$ cat config.mk
export PLATFORM = sky130hd
export DESIGN_NAME = periph_to_csb_flat
export DESIGN_NICKNAME = d
export VERILOG_FILES = /design/src/rtl/periph_to_csb_if.sv /design/src/rtl/periph_to_csb.sv /design/src/flat_wrapper.sv
export SDC_FILE = /design/constraint.sdc
export NUM_CORES = 1
export LEC_CHECK = 0
export ABC_AREA = 1
export CORE_UTILIZATION = 39
export DETAILED_ROUTE_END_ITERATION = 10
export PLACE_DENSITY = 0.83
export RECOVER_POWER = 50
export SLEW_MARGIN = 0
export SYNTH_ARGS = -nofsm -noshare
export SYNTH_HDL_FRONTEND = slang
export SYNTH_SLANG_ARGS = --single-unit
$ cat constraint.sdc
create_clock -name csb_clk -period 1.43 [get_ports csb_clk]
set_input_delay 0.286 -clock csb_clk [delete_from_list [all_inputs] [get_ports csb_clk]]
set_output_delay 0.286 -clock csb_clk [all_outputs]
set_load 0.1 [all_outputs]
$ cat src/rtl/periph_to_csb_if.sv
// Peripheral request/response bus plus NVDLA CSB bus seen by the bridge.
// The slave modport is the bridge's view; the master modport is the
// environment's view (peripheral initiator + CSB target combined).
interface periph_to_csb_if #(
  parameter int ID_WIDTH = 8
) ();
  // peripheral request side
  logic                per_req_i;
  logic                per_gnt_o;
  logic [31:0]         per_add_i;
  logic                per_wen_i;
  logic [31:0]         per_wdata_i;
  logic [3:0]          per_be_i;
  logic [ID_WIDTH-1:0] per_id_i;
  // peripheral response side
  logic                per_r_valid_o;
  logic [31:0]         per_r_rdata_o;
  logic                per_r_opc_o;
  logic [ID_WIDTH-1:0] per_r_id_o;
  // CSB side
  logic                csb_valid_o;
  logic                csb_ready_i;
  logic [15:0]         csb_addr_o;
  logic [31:0]         csb_wdat_o;
  logic                csb_write_o;
  logic                csb_nposted_o;
  logic                csb_r_valid_i;
  logic [31:0]         csb_r_data_i;
  logic                csb_wr_complete_i;

  modport slave (
    input  per_req_i, per_add_i, per_wen_i, per_wdata_i, per_be_i, per_id_i,
    output per_gnt_o,
    output per_r_valid_o, per_r_rdata_o, per_r_opc_o, per_r_id_o,
    output csb_valid_o, csb_addr_o, csb_wdat_o, csb_write_o, csb_nposted_o,
    input  csb_ready_i, csb_r_valid_i, csb_r_data_i, csb_wr_complete_i
  );

  modport master (
    output per_req_i, per_add_i, per_wen_i, per_wdata_i, per_be_i, per_id_i,
    input  per_gnt_o,
    input  per_r_valid_o, per_r_rdata_o, per_r_opc_o, per_r_id_o,
    input  csb_valid_o, csb_addr_o, csb_wdat_o, csb_write_o, csb_nposted_o,
    output csb_ready_i, csb_r_valid_i, csb_r_data_i, csb_wr_complete_i
  );
endinterface

$ cat src/rtl/periph_to_csb.sv
// Bridge from a req/gnt peripheral bus to the NVDLA CSB register bus.
// One transaction outstanding at a time; responses are registered and
// carry the request ID back. Waits for CSB responses are bounded by an
// optional timeout that answers with an error and 0xDEADBEEF.
module periph_to_csb #(
  parameter int ID_WIDTH = 8,
  parameter bit NPOSTED  = 1'b0,
  parameter int TIMEOUT  = 1024
) (
  input  logic           csb_clk,
  input  logic           rst_i,
  periph_to_csb_if.slave bus,
  output logic           busy_o
);

  typedef enum logic [2:0] {
    ST_IDLE,
    ST_REQ,
    ST_WAIT_RD,
    ST_WAIT_WR,
    ST_RESP
  } state_e;

  localparam bit          TO_EN   = (TIMEOUT != 0);
  localparam logic [15:0] TO_LAST = 16'(TIMEOUT - 1);

  state_e              state_q, state_d;
  logic [ID_WIDTH-1:0] id_q, id_d;
  logic [15:0]         addr_q, addr_d;
  logic [31:0]         wdat_q, wdat_d;
  logic                write_q, write_d;
  logic                nposted_q, nposted_d;
  logic                csb_valid_q, csb_valid_d;
  logic [15:0]         cnt_q, cnt_d;
  logic                r_valid_q, r_valid_d;
  logic [31:0]         r_rdata_q, r_rdata_d;
  logic                r_opc_q, r_opc_d;
  logic [ID_WIDTH-1:0] r_id_q, r_id_d;
  logic                gnt;
  logic                timeout_hit;
  logic                unused_add;

  // Only the word address inside the 256 KiB CSB window is forwarded.
  assign unused_add  = ^{bus.per_add_i[31:18], bus.per_add_i[1:0]};
  assign timeout_hit = TO_EN && (cnt_q == TO_LAST);

  // Next-state, payload capture and response formation.
  always_comb begin
    state_d   = state_q;
    id_d      = id_q;
    addr_d    = addr_q;
    wdat_d    = wdat_q;
    write_d   = write_q;
    nposted_d = nposted_q;
    cnt_d     = cnt_q;
    r_rdata_d = r_rdata_q;
    r_opc_d   = r_opc_q;
    r_id_d    = r_id_q;
    gnt       = 1'b0;

    unique case (state_q)
      ST_IDLE: begin
        gnt = bus.per_req_i;
        if (bus.per_req_i) begin
          id_d      = bus.per_id_i;
          addr_d    = bus.per_add_i[17:2];
          wdat_d    = bus.per_wdata_i;
          write_d   = ~bus.per_wen_i;
          nposted_d = NPOSTED & ~bus.per_wen_i;
          // CSB has no byte enables: sub-word writes are refused locally.
          if (!bus.per_wen_i && (bus.per_be_i != 4'hF)) begin
            state_d   = ST_RESP;
            r_rdata_d = 32'h0;
            r_opc_d   = 1'b1;
            r_id_d    = bus.per_id_i;
          end else begin
            state_d = ST_REQ;
          end
        end
      end

      ST_REQ: begin
        if (bus.csb_ready_i) begin
          cnt_d = 16'h0;
          if (!write_q) begin
            state_d = ST_WAIT_RD;
          end else if (nposted_q) begin
            state_d = ST_WAIT_WR;
          end else begin
            state_d   = ST_RESP;
            r_rdata_d = 32'h0;
            r_opc_d   = 1'b0;
            r_id_d    = id_q;
          end
        end
      end

      ST_WAIT_RD: begin
        // A response arriving on the timeout cycle still counts as success.
        if (bus.csb_r_valid_i) begin
          state_d   = ST_RESP;
          r_rdata_d = bus.csb_r_data_i;
          r_opc_d   = 1'b0;
          r_id_d    = id_q;
        end else if (timeout_hit) begin
          state_d   = ST_RESP;
          r_rdata_d = 32'hDEADBEEF;
          r_opc_d   = 1'b1;
          r_id_d    = id_q;
        end else begin
          cnt_d = cnt_q + 16'd1;
        end
      end

      ST_WAIT_WR: begin
        if (bus.csb_wr_complete_i) begin
          state_d   = ST_RESP;
          r_rdata_d = 32'h0;
          r_opc_d   = 1'b0;
          r_id_d    = id_q;
        end else if (timeout_hit) begin
          state_d   = ST_RESP;
          r_rdata_d = 32'hDEADBEEF;
          r_opc_d   = 1'b1;
          r_id_d    = id_q;
        end else begin
          cnt_d = cnt_q + 16'd1;
        end
      end

      ST_RESP: begin
        state_d = ST_IDLE;
      end

      default: begin
        state_d = ST_IDLE;
      end
    endcase

    csb_valid_d = (state_d == ST_REQ);
    r_valid_d   = (state_d == ST_RESP);
  end

  // State and output registers; reset abandons any transaction silently.
  always_ff @(posedge csb_clk) begin
    if (rst_i) begin
      state_q     <= ST_IDLE;
      id_q        <= '0;
      addr_q      <= 16'h0;
      wdat_q      <= 32'h0;
      write_q     <= 1'b0;
      nposted_q   <= 1'b0;
      csb_valid_q <= 1'b0;
      cnt_q       <= 16'h0;
      r_valid_q   <= 1'b0;
      r_rdata_q   <= 32'h0;
      r_opc_q     <= 1'b0;
      r_id_q      <= '0;
    end else begin
      state_q     <= state_d;
      id_q        <= id_d;
      addr_q      <= addr_d;
      wdat_q      <= wdat_d;
      write_q     <= write_d;
      nposted_q   <= nposted_d;
      csb_valid_q <= csb_valid_d;
      cnt_q       <= cnt_d;
      r_valid_q   <= r_valid_d;
      r_rdata_q   <= r_rdata_d;
      r_opc_q     <= r_opc_d;
      r_id_q      <= r_id_d;
    end
  end

  assign busy_o            = (state_q != ST_IDLE);
  assign bus.per_gnt_o     = gnt;
  assign bus.csb_valid_o   = csb_valid_q;
  assign bus.csb_addr_o    = addr_q;
  assign bus.csb_wdat_o    = wdat_q;
  assign bus.csb_write_o   = write_q;
  assign bus.csb_nposted_o = nposted_q;
  assign bus.per_r_valid_o = r_valid_q;
  assign bus.per_r_rdata_o = r_rdata_q;
  assign bus.per_r_opc_o   = r_opc_q;
  assign bus.per_r_id_o    = r_id_q;

endmodule

$ cat src/flat_wrapper.sv
// flat-port wrapper written by rule: the top's interface ports become plain ports
module periph_to_csb_flat 
#(
  parameter int ID_WIDTH = 8,
  parameter bit NPOSTED  = 1'b0,
  parameter int TIMEOUT  = 1024
)
  (csb_clk, rst_i, busy_o, bus_per_req_i, bus_per_add_i, bus_per_wen_i, bus_per_wdata_i, bus_per_be_i, bus_per_id_i, bus_per_gnt_o, bus_per_r_valid_o, bus_per_r_rdata_o, bus_per_r_opc_o, bus_per_r_id_o, bus_csb_valid_o, bus_csb_addr_o, bus_csb_wdat_o, bus_csb_write_o, bus_csb_nposted_o, bus_csb_ready_i, bus_csb_r_valid_i, bus_csb_r_data_i, bus_csb_wr_complete_i);
  periph_to_csb_if #(.ID_WIDTH(ID_WIDTH)) bus_i ();
  input  logic csb_clk;
  input  logic rst_i;
  output logic busy_o;
  input wire logic [$bits(bus_i.per_req_i)-1:0] bus_per_req_i;
  input wire logic [$bits(bus_i.per_add_i)-1:0] bus_per_add_i;
  input wire logic [$bits(bus_i.per_wen_i)-1:0] bus_per_wen_i;
  input wire logic [$bits(bus_i.per_wdata_i)-1:0] bus_per_wdata_i;
  input wire logic [$bits(bus_i.per_be_i)-1:0] bus_per_be_i;
  input wire logic [$bits(bus_i.per_id_i)-1:0] bus_per_id_i;
  output wire logic [$bits(bus_i.per_gnt_o)-1:0] bus_per_gnt_o;
  output wire logic [$bits(bus_i.per_r_valid_o)-1:0] bus_per_r_valid_o;
  output wire logic [$bits(bus_i.per_r_rdata_o)-1:0] bus_per_r_rdata_o;
  output wire logic [$bits(bus_i.per_r_opc_o)-1:0] bus_per_r_opc_o;
  output wire logic [$bits(bus_i.per_r_id_o)-1:0] bus_per_r_id_o;
  output wire logic [$bits(bus_i.csb_valid_o)-1:0] bus_csb_valid_o;
  output wire logic [$bits(bus_i.csb_addr_o)-1:0] bus_csb_addr_o;
  output wire logic [$bits(bus_i.csb_wdat_o)-1:0] bus_csb_wdat_o;
  output wire logic [$bits(bus_i.csb_write_o)-1:0] bus_csb_write_o;
  output wire logic [$bits(bus_i.csb_nposted_o)-1:0] bus_csb_nposted_o;
  input wire logic [$bits(bus_i.csb_ready_i)-1:0] bus_csb_ready_i;
  input wire logic [$bits(bus_i.csb_r_valid_i)-1:0] bus_csb_r_valid_i;
  input wire logic [$bits(bus_i.csb_r_data_i)-1:0] bus_csb_r_data_i;
  input wire logic [$bits(bus_i.csb_wr_complete_i)-1:0] bus_csb_wr_complete_i;
  assign bus_i.per_req_i = bus_per_req_i;
  assign bus_i.per_add_i = bus_per_add_i;
  assign bus_i.per_wen_i = bus_per_wen_i;
  assign bus_i.per_wdata_i = bus_per_wdata_i;
  assign bus_i.per_be_i = bus_per_be_i;
  assign bus_i.per_id_i = bus_per_id_i;
  assign bus_per_gnt_o = bus_i.per_gnt_o;
  assign bus_per_r_valid_o = bus_i.per_r_valid_o;
  assign bus_per_r_rdata_o = bus_i.per_r_rdata_o;
  assign bus_per_r_opc_o = bus_i.per_r_opc_o;
  assign bus_per_r_id_o = bus_i.per_r_id_o;
  assign bus_csb_valid_o = bus_i.csb_valid_o;
  assign bus_csb_addr_o = bus_i.csb_addr_o;
  assign bus_csb_wdat_o = bus_i.csb_wdat_o;
  assign bus_csb_write_o = bus_i.csb_write_o;
  assign bus_csb_nposted_o = bus_i.csb_nposted_o;
  assign bus_i.csb_ready_i = bus_csb_ready_i;
  assign bus_i.csb_r_valid_i = bus_csb_r_valid_i;
  assign bus_i.csb_r_data_i = bus_csb_r_data_i;
  assign bus_i.csb_wr_complete_i = bus_csb_wr_complete_i;
  periph_to_csb #(.ID_WIDTH(ID_WIDTH), .NPOSTED(NPOSTED), .TIMEOUT(TIMEOUT)) u_core (.csb_clk(csb_clk), .rst_i(rst_i), .bus(bus_i), .busy_o(busy_o));
endmodule
==> results_dict.tcl <==
set metrics [dict create \
    via_per_inst 4.955 \
    grt_max_degree 40 \
    yosysTopAreaCellShare_pct 47.67 \
    period_share_pct 122.4 \
    post-route-util_pct 73.78 \
    reg2reg_to "u_core.bus.per_r_rdata_o[27]" \
    r2r_start "u_core.state_q[2]" \
    fillers 763 \
    leakage_uw 0.003969 \
    vias 5669 \
    status "finished, violations left" \
    row_count 40 \
    synthArstFlopShare_pct 0 \
    area_growth_pct 81.02 \
    wirelength_um 17720 \
    start_util_pct 40.76 \
    cts_buffers 17 \
    violations "negative setup slack" \
    synth_top_area_cell "dfxtp_1" \
    criticalPathCategory "reg2out" \
    r2r_cells 11 \
    cp-startpoint "u_core.state_q[2]" \
    setup_ws_ps -320.6 \
    clock_latency_ps 420 \
    p_per_area_nw_per_um2 1215 \
    synth-seq-cells 119 \
    holdCritPathClass "in2reg" \
    synth_common_cells "169 x nand2_1, 152 x nor2_1, 119 x dfxtp_1" \
    cts_max_path_buffers 2 \
    cp-start-kind "register" \
    fin_crit_ps 1751 \
    drc 0 \
    max_freq_mhz 571.2 \
    finalSetupViolCount 118 \
    die_area_um2 13270 \
    first_iter_violations 494 \
    dp_slack_ps -378.0 \
    drv_cap 0 \
    pin_count 210 \
    num_antenna_cells 0 \
    syn_area_um2 4997 \
    num-nets-final 1079 \
    ys_seq_area_share_pct 47.67 \
    dp_hpwl_um 11440 \
    drive_gt1_share_pct 28.28 \
    path_clk_slew_ps 50 \
    antenna_found_initial 0 \
    cp.arrival_ps 1460 \
    grt_pass1_wl_um 25750 \
    first_pass_iters 5 \
    synth_warnings 0 \
    h-tree-depth 4 \
    die_w_um 115.2 \
    cts_tree "yes" \
    endpoint_kind "output port" \
    synth_flop_cell "dfxtp_1" \
    cts_sinks 119 \
    synthTopCellsByArea "dfxtp_1 48%, nand2_1 13%, nor2_1 11%" \
    required_ps 1140 \
    grt_pass1_vias 5506 \
    io_buffers 192 \
    place.gp.congestion 0.8336 \
    endpoint "bus_per_gnt_o" \
    root_buffer "clkbuf_16" \
    synth_cells 714 \
    ant_nets 0 \
    wl_per_cell_um 15.49 \
    syn_avg_cell_area_um2 6.999 \
    syn_nets 830 \
    reg2reg_slack_ps -230 \
    design.core.area_um2 12260 \
    peakVddDrop_uv 871.5 \
    path_max_fanout 3 \
    finalHoldViolations 0 \
    die_y_um 115.2 \
    clock_skew_ps 6.636 \
    overflow 0 \
    gr-usage-all-layers_pct 25.14 \
    synth.distinct_cells 27 \
    synth-edff-count 0 \
    synth_most_common_cell "nand2_1" \
    drv_slew 0 \
    rsz0062_at_grt "yes" \
]
cell usage in the layout, fill, tap and decap left out, drive strengths merged:
cell	instances
clkdlybuf4s50	98
clkinv	6
or2	2
dfxtp	119
inv	54
nand3	46
conb	1
nor2	156
nand4	11
o21ai	63
ha	1
nand3b	1
a31oi	7
xnor2	1
buf	159
nand2	169
bufinv	2
nor3	3
o21bai	1
a21oi	36
xor2	5
clkbuf	35
report_power, final:
group | switching (uW) | total [uW] | internal [uW] | leakage, uW
registers | 156 | 3670 | 3520 | 0.000980
clock network | 1500 | 4140 | 2640 | 0.000285
logic | 2040 | 3180 | 1140 | 0.00270
logic make-up after synthesis:
logic type      Yosys count  share of synthesized area, %
compound gates          107                         10.94
xor+xnor                  6                         1.052
fa+ha+maj                 1                        0.2503
buf+inv                  92                         7.812
flops                   119                         47.67
other cells               1                       0.07504
simple gates            388                         32.20
worst min-delay path by stage:
stage	startpoint	to	slack, ps	cells after the start
6_report	bus_csb_r_data_i[20]	u_core.bus.per_r_rdata_o[20]	430	3
5_1_grt	bus_csb_r_data_i[20]	u_core.bus.per_r_rdata_o[20]	430	3
4_1_cts	bus_csb_r_data_i[20]	u_core.bus.per_r_rdata_o[20]	420	3
3_5_place_dp	u_core.id_q[6]	u_core.id_q[6]	440	2
3_3_place_gp	u_core.id_q[6]	u_core.id_q[6]	430	2
2_1_floorplan	bus_per_wen_i	u_core.bus.csb_write_o	370	1
flip-flops by register name, indices dropped and copies added, names as in the netlist:
| register | flops |
|---|---|
| u_core.bus.csb_valid_o | 1 |
| u_core.bus.per_r_valid_o | 1 |
| u_core.id_q | 8 |
| u_core.bus.per_r_id_o | 8 |
| u_core.cnt_q | 16 |
| u_core.bus.csb_wdat_o | 32 |
| u_core.bus.csb_addr_o | 16 |
| u_core.bus.per_r_opc_o | 1 |
| u_core.bus.csb_write_o | 1 |
| u_core.bus.per_r_rdata_o | 32 |
| u_core.state_q | 3 |
critical path: stages (launching register included):
cell and delay, ps:
dfxtp_4 350, nor2_4 170, nand2_8 80, nor2_4 160
buf_12 130, buf_12 160
metrics by stage:
stage | instances | cell area, um2 | hold WS, ps | total power, uW | TNS, ps
3_3_place_gp | 1096 | 8551 | 433.9 | 6795 | -22750
3_5_place_dp | 1096 | 8551 | 440.8 | 6835 | -27340
5_1_grt | 1144 | 9046 | 435.0 | 11350 | -22440
4_1_cts | 1138 | 9360 | 418.5 | 11080 | -14440
6_report | 1144 | 9046 | 432.1 | 10990 | -11100
2_1_floorplan | 714 | 5139 | 366.1 | 5487 | -1467
metal layers:
metal | global-route usage [%] | vias to the layer above | share of wire, %
met5 | 0 | - | 0
met4 | 10.56 | 0 | 1.8
met3 | 9.436 | 25 | 8.4
met2 | 44.66 | 240 | 51
met1 | 26.71 | 2636 | 39
li1 | - | 2768 | -
repair_timing:
| item | CTS | global route |
|---|---|---|
| gates cloned | 3 | 4 |
| setup buffers | 7 | 5 |
| endpoints found under the setup margin | 67 | 120 |
| pin swaps | 7 | 13 |
| hold buffers | 0 | 0 |
| gates resized for setup | 45 | 67 |
layout make-up:
type / count / area (um2) / area share, %
Timing Repair Buffer: 269 / 3159 / 34.92
Multi-Input combinational cell: 503 / 2494 / 27.57
Sequential cell: 119 / 2402 / 26.56
Clock buffer: 23 / 467.9 / 5.173
Inverter: 53 / 214.0 / 2.365
Tap cell: 168 / 210.2 / 2.324
Clock inverter: 9 / 98.84 / 1.093
Power figures use the tool's default switching activity.
